$ cat src/rtl/fifo_stream_pkg.sv
// Shared constants and types for the FIFO stream drain.
package fifo_stream_pkg;

    localparam int BUF_DEPTH = 2;
    localparam int PKT_CNT_W = 16;

    typedef logic [1:0] occ_t;

endpackage

$ cat src/rtl/fifo_stream_drain_if.sv
// Valid/ready stream carrying one word per beat with an end-of-packet marker.
interface fifo_stream_drain_if #(
    parameter int WIDTH = 8
);

    logic             m_valid;
    logic             m_ready;
    logic [WIDTH-1:0] m_data;
    logic             m_last;

    modport master (
        output m_valid,
        output m_data,
        output m_last,
        input  m_ready
    );

    modport slave (
        input  m_valid,
        input  m_data,
        input  m_last,
        output m_ready
    );

endinterface

$ cat src/rtl/stream_skid_buf.sv
// Two-entry circular buffer that absorbs the FIFO read latency.
module stream_skid_buf
    import fifo_stream_pkg::*;
#(
    parameter int WIDTH = 8
) (
    input  logic             clk,
    input  logic             rst_n,
    input  logic             push,
    input  logic [WIDTH-1:0] push_data,
    input  logic             pop,
    input  logic             flush,
    output occ_t             occ,
    output logic [WIDTH-1:0] head_data
);

    logic [WIDTH-1:0] mem [BUF_DEPTH];
    logic             wr_ptr;
    logic             rd_ptr;

    // Storage, pointers and occupancy; flush empties the buffer but leaves storage as is.
    always_ff @(posedge clk or negedge rst_n) begin
        if (!rst_n) begin
            occ    <= '0;
            wr_ptr <= 1'b0;
            rd_ptr <= 1'b0;
            for (int unsigned i = 0; i < BUF_DEPTH; i++) begin
                mem[i] <= '0;
            end
        end else if (flush) begin
            occ    <= '0;
            wr_ptr <= 1'b0;
            rd_ptr <= 1'b0;
        end else begin
            if (push) begin
                mem[wr_ptr] <= push_data;
                wr_ptr      <= ~wr_ptr;
            end
            if (pop) begin
                rd_ptr <= ~rd_ptr;
            end
            case ({push, pop})
                2'b10:   occ <= occ + 2'd1;
                2'b01:   occ <= occ - 2'd1;
                default: occ <= occ;
            endcase
        end
    end

    // Head entry is always presented; it is only meaningful when occ != 0.
    always_comb begin
        head_data = mem[rd_ptr];
    end

endmodule

$ cat src/rtl/fifo_stream_drain.sv
// Drains a registered-output FIFO into a packetised valid/ready stream.
module fifo_stream_drain
    import fifo_stream_pkg::*;
#(
    parameter int WIDTH   = 8,
    parameter int PKT_LEN = 4
) (
    input  logic                 clk,
    input  logic                 rst_n,
    input  logic                 fifo_empty,
    output logic                 fifo_rd,
    input  logic [WIDTH-1:0]     fifo_data,
    input  logic                 flush,
    fifo_stream_drain_if.master  m,
    output logic [PKT_CNT_W-1:0] pkt_count
);

    localparam int                BEAT_W    = (PKT_LEN > 1) ? $clog2(PKT_LEN) : 1;
    localparam logic [BEAT_W-1:0] LAST_BEAT = BEAT_W'(PKT_LEN - 1);

    occ_t              occ;
    logic [WIDTH-1:0]  head_data;
    logic              inflight;
    logic              drop;
    logic              xfer;
    logic              push;
    logic              pop;
    logic [2:0]        credit;
    logic [BEAT_W-1:0] beat;

    // Pop only when the buffer can still hold everything already owed to it.
    always_comb begin
        xfer    = m.m_valid && m.m_ready;
        credit  = 3'(occ) + 3'(inflight) - 3'(xfer);
        fifo_rd = !fifo_empty && !flush && (credit < 3'(BUF_DEPTH));
        push    = inflight && !flush && !drop;
        pop     = xfer && !flush;
    end

    // Track the word on fifo_data and mark the cycle after a flush for discard.
    always_ff @(posedge clk or negedge rst_n) begin
        if (!rst_n) begin
            inflight <= 1'b0;
            drop     <= 1'b0;
        end else begin
            inflight <= fifo_rd;
            drop     <= flush;
        end
    end

    stream_skid_buf #(
        .WIDTH (WIDTH)
    ) u_buf (
        .clk       (clk),
        .rst_n     (rst_n),
        .push      (push),
        .push_data (fifo_data),
        .pop       (pop),
        .flush     (flush),
        .occ       (occ),
        .head_data (head_data)
    );

    // Stream outputs come straight from the buffer head.
    always_comb begin
        m.m_valid = (occ != '0);
        m.m_data  = head_data;
        m.m_last  = m.m_valid && (beat == LAST_BEAT);
    end

    // Beat position within the packet and completed-packet count.
    always_ff @(posedge clk or negedge rst_n) begin
        if (!rst_n) begin
            beat      <= '0;
            pkt_count <= '0;
        end else if (flush) begin
            beat <= '0;
        end else if (xfer) begin
            if (m.m_last) begin
                beat      <= '0;
                pkt_count <= pkt_count + 1'b1;
            end else begin
                beat <= beat + 1'b1;
            end
        end
    end

endmodule

$ cat src/flat_wrapper.sv
// flat-port wrapper written by rule: the top's interface ports become plain ports
module fifo_stream_drain_flat import fifo_stream_pkg::*;
#(
    parameter int WIDTH   = 8,
    parameter int PKT_LEN = 4
)
  (clk, rst_n, fifo_empty, fifo_rd, fifo_data, flush, pkt_count, m_m_valid, m_m_data, m_m_last, m_m_ready);
  fifo_stream_drain_if #(.WIDTH(WIDTH)) m_i ();
  input  logic clk;
  input  logic rst_n;
  input  logic fifo_empty;
  output logic fifo_rd;
  input  logic [WIDTH-1:0] fifo_data;
  input  logic flush;
  output logic [PKT_CNT_W-1:0] pkt_count;
  output wire logic [$bits(m_i.m_valid)-1:0] m_m_valid;
  output wire logic [$bits(m_i.m_data)-1:0] m_m_data;
  output wire logic [$bits(m_i.m_last)-1:0] m_m_last;
  input wire logic [$bits(m_i.m_ready)-1:0] m_m_ready;
  assign m_m_valid = m_i.m_valid;
  assign m_m_data = m_i.m_data;
  assign m_m_last = m_i.m_last;
  assign m_i.m_ready = m_m_ready;
  fifo_stream_drain #(.WIDTH(WIDTH), .PKT_LEN(PKT_LEN)) u_core (.clk(clk), .rst_n(rst_n), .fifo_empty(fifo_empty), .fifo_rd(fifo_rd), .fifo_data(fifo_data), .flush(flush), .m(m_i), .pkt_count(pkt_count));
endmodule
$ cat config.mk
export PLATFORM = sky130hd
export DESIGN_NAME = fifo_stream_drain_flat
export DESIGN_NICKNAME = d
export VERILOG_FILES = /design/src/rtl/fifo_stream_pkg.sv /design/src/rtl/fifo_stream_drain_if.sv /design/src/rtl/stream_skid_buf.sv /design/src/rtl/fifo_stream_drain.sv /design/src/flat_wrapper.sv
export SDC_FILE = /design/constraint.sdc
export NUM_CORES = 1
export LEC_CHECK = 0
export ABC_AREA = 1
export CAP_MARGIN = 20
export CORE_MARGIN = 3
export CORE_UTILIZATION = 51
export DETAILED_ROUTE_END_ITERATION = 8
export PLACE_DENSITY = 0.79
export SLEW_MARGIN = 5
export SYNTH_ARGS = -nofsm -noshare
export SYNTH_HDL_FRONTEND = slang
export SYNTH_SLANG_ARGS = --single-unit
$ cat constraint.sdc
create_clock -name clk -period 2.4 [get_ports clk]
set_input_delay 0.36 -clock clk [delete_from_list [all_inputs] [get_ports clk]]
set_output_delay 0.36 -clock clk [all_outputs]
set_load 0.02 [all_outputs]
==> metrics.md <==
| Metric | Value |
|---|---|
| Leak | 0.00133 uW |
| Avg Synthesized Cell Area | 7.82 sq um |
| Layout cells sized above 1 | 11.3% |
| Vias in the first global route | 1,662 |
| Syn Inst Count | 267 |
| # IOs | 40 |
| Core ar. | 3800 sq um |
| Hold Slack | 170 ps |
| Final hold violation count | 0 |
| DRC Markers | 0 |
| # H-tree levels | 2 |
| Gpl congestion | 0.807 |
| DRT iter0 DRCs | 133 |
| Largest net degree at the start of global routing | 41 |
| Antenna Cells | 0 |
| Routed Antenna Nets | 0 |
| CP Cell Sequence | inv_2 > nand2_2 > nand2_4 > nor2_2 > buf_4 > fa_2 > xor2_2 > nor4_4 > buf_4 |
| Grt ovf | 0 |
| Top cell type by total area after synthesis | dfrtp_1 |
| Row count | 22 |
| Status | finished, final reports clean |
| Clk root buf | clkbuf_8 |
| Clock transition at the registers of the reported paths | 80 ps |
| Min-Delay Path Class | in -> async |
| Commonest non-fill, non-tap cell in the layout | nand2_1 |
| Crit path DAT | 2020 ps |
| #FFs+latches synth | 40 |
| Peak supply drop | 707 uV |
| Met2 GRT Util | 29.1% |
| Synth area leaders | dfrtp_1, nand2_1, o21ai_0, inv_1, nor2_1 |
| Max-slew violations | 0 |
| Die span in y | 70.0 um |
| Crit end category | primary output |
| Die area | 4900 sq um |
| CTS tree | built |
| Crit path largest cell delay | 430 ps |
| Area Growth Syn to Fin | 28.5% |
| Die width | 70.0 um |
| Via Count | 1,808 |
| Total Power | 2290 uW |
| Detailed Route WL | 4.32 mm |
| Initial antenna violation count | 0 |
| TritonCTS buffer count | 5 |
| Sequential area share after synthesis | 47.9% |
| Clock skew | 6.10 ps |
| Grt met3 use | 4.46% |
| YS warnings | 0 |
| Clock Tree Buf Depth | 2 |
| Hold Buf Count CTS | 0 |
| Synthesized net count | 283 |
| Mean number of vias per cell | 4.94 |
| GRT Total Usage | 18.7% |
| CP most frequent cell | buf_4 |
| Mapped Area | 2090 sq um |
| RSZ-0062 raised after global routing | yes |
| Final setup vio count | 0 |
| Initial DRT Pass Iterations | 4 |
| Fin Setup TNS | 0 ps |
| Number of port buffers | 39 |
| Post-synth cell types | 27 |
| Most frequent cells in the layout | nand2_1, dfrtp_1, clkdlybuf4s50_1 |
| Min Tclk post-route | 2380 ps |
| DR WL/cell | 11.8 um |
| Clk_lat worst skew | 290 ps |
| CP Launch Type | register |
| GRT busiest layer | met2 |
| Setup Crit Path Kind | reg -> out |
| Starting density of the core | 55.0% |
| Pwr per Cell Area | 853 nW/um^2 |
| First-pass GRT wire length | 7.42 mm |
| Setup bufs post-CTS | 0 |
| Grt met1 use | 25.5% |
| Critical Path Fanout Max | 3 |
| Nets | 333 |
| Fin crit share | 99.0% |
| DP HPWL | 3.18 mm |
| Slew headroom | 41.7% |
| Max-cap viol count | 0 |
| Top cell type's share of synthesized area | 47.9% |
| Max Fclk | 0.421 GHz |
| CTS Sinks | 40 |
| Critical path data required time | 2040 ps |
| Actual slew at the worst max-slew pin | 874 ps |
| Slowest stage cell, crit path | dfrtp_1 |
-- cells in the mapped netlist, drive strengths merged --
master  count
a21oi       1
buf         2
clkbuf      2
dfrtp      40
fa          1
ha          2
inv        32
nand2     111
nand3      12
nand3b      1
nand4       3
nor2       24
nor3        1
nor4        1
o21ai      23
o31ai       1
xnor2       3
xor2        7
-- state kept, by name, indices dropped and copies added, names as in the netlist --
signal,flops
u_core.beat,2
u_core.drop,1
u_core.inflight,1
u_core.pkt_count,16
u_core.u_buf.mem,16
u_core.u_buf.occ,2
u_core.u_buf.rd_ptr,1
u_core.u_buf.wr_ptr,1
-- layout make-up --
cell class | instances | area [sq um]
clock buffers | 5 | 68.8
clock inverters | 3 | 18.8
fillers | 325 | 1120
inverters | 32 | 120
multi-input cells | 191 | 972
flip-flops and latches | 40 | 1000
well taps | 48 | 60.1
repair buffers | 47 | 442
-- worst max-delay path: cells and delay by family, from the launching register on --
| kind | cells | cell delay, ps |
|---|---|---|
| fa+ha+maj | 1 | 360 |
| buf+inv | 3 | 380 |
| xor+xnor | 1 | 160 |
| simple gates | 4 | 400 |
| flops | 1 | 430 |
-- timing repair --
item / 4_1_cts / 5_1_grt
hold endpoints to repair: 0 / 0
endpoints found under the setup margin: 1 / 1
gates resized for setup: 12 / 0
pin swaps: 1 / 0
-- power by group --
| part | internal (uW) | switching [uW] |
|---|---|---|
| logic | 427 | 493 |
| clock network | 203 | 245 |
| registers | 810 | 109 |
-- final timing paths --
check                                                 from                          endpoint  slack [ps]  depth (start not counted)
min                                                  rst_n   u_core.u_buf.mem[7]$_DFFE_PN0P_         170                          1
max reg2reg                u_core.u_buf.occ[1]$_DFFE_PN0P_         u_core.inflight$_DFF_PN0_         770                          8
max                        u_core.u_buf.occ[1]$_DFFE_PN0P_                           fifo_rd          20                          9
min in group clk           u_core.u_buf.mem[7]$_DFFE_PN0P_   u_core.u_buf.mem[7]$_DFFE_PN0P_         490                          2
min reg2reg                u_core.u_buf.mem[7]$_DFFE_PN0P_   u_core.u_buf.mem[7]$_DFFE_PN0P_         490                          2
max in group asynchronous                            rst_n  u_core.pkt_count[11]$_DFFE_PN0P_        1670                          1
-- layer usage --
layer	wire length (um)	up-vias
met4	63	0
li1	-	922
met2	2020	39
met5	0	-
met1	2070	840
met3	169	7
-- metrics by stage --
stage | area, sq um | std cells | utilization (%) | setup slack (ps)
finish | 2680 | 366 | 70.6 | 23.8
detailed placement | 2580 | 358 | 68.0 | -562
CTS | 2680 | 366 | 70.6 | -0.205
global route | 2680 | 366 | 70.6 | -93.9
floorplan | 2100 | 267 | - | 114
global placement | 2580 | 358 | 68.0 | -516
-- logic make-up after synthesis --
logic type	Yosys count	share of synthesized area (%)
buf+inv	36	6.95
fa+ha+maj	3	2.16
simple gates	153	32.3
compound gates	25	6.11
xor+xnor	10	4.55
flops	40	47.9
No activity file was read; power rests on OpenSTA's default activity.
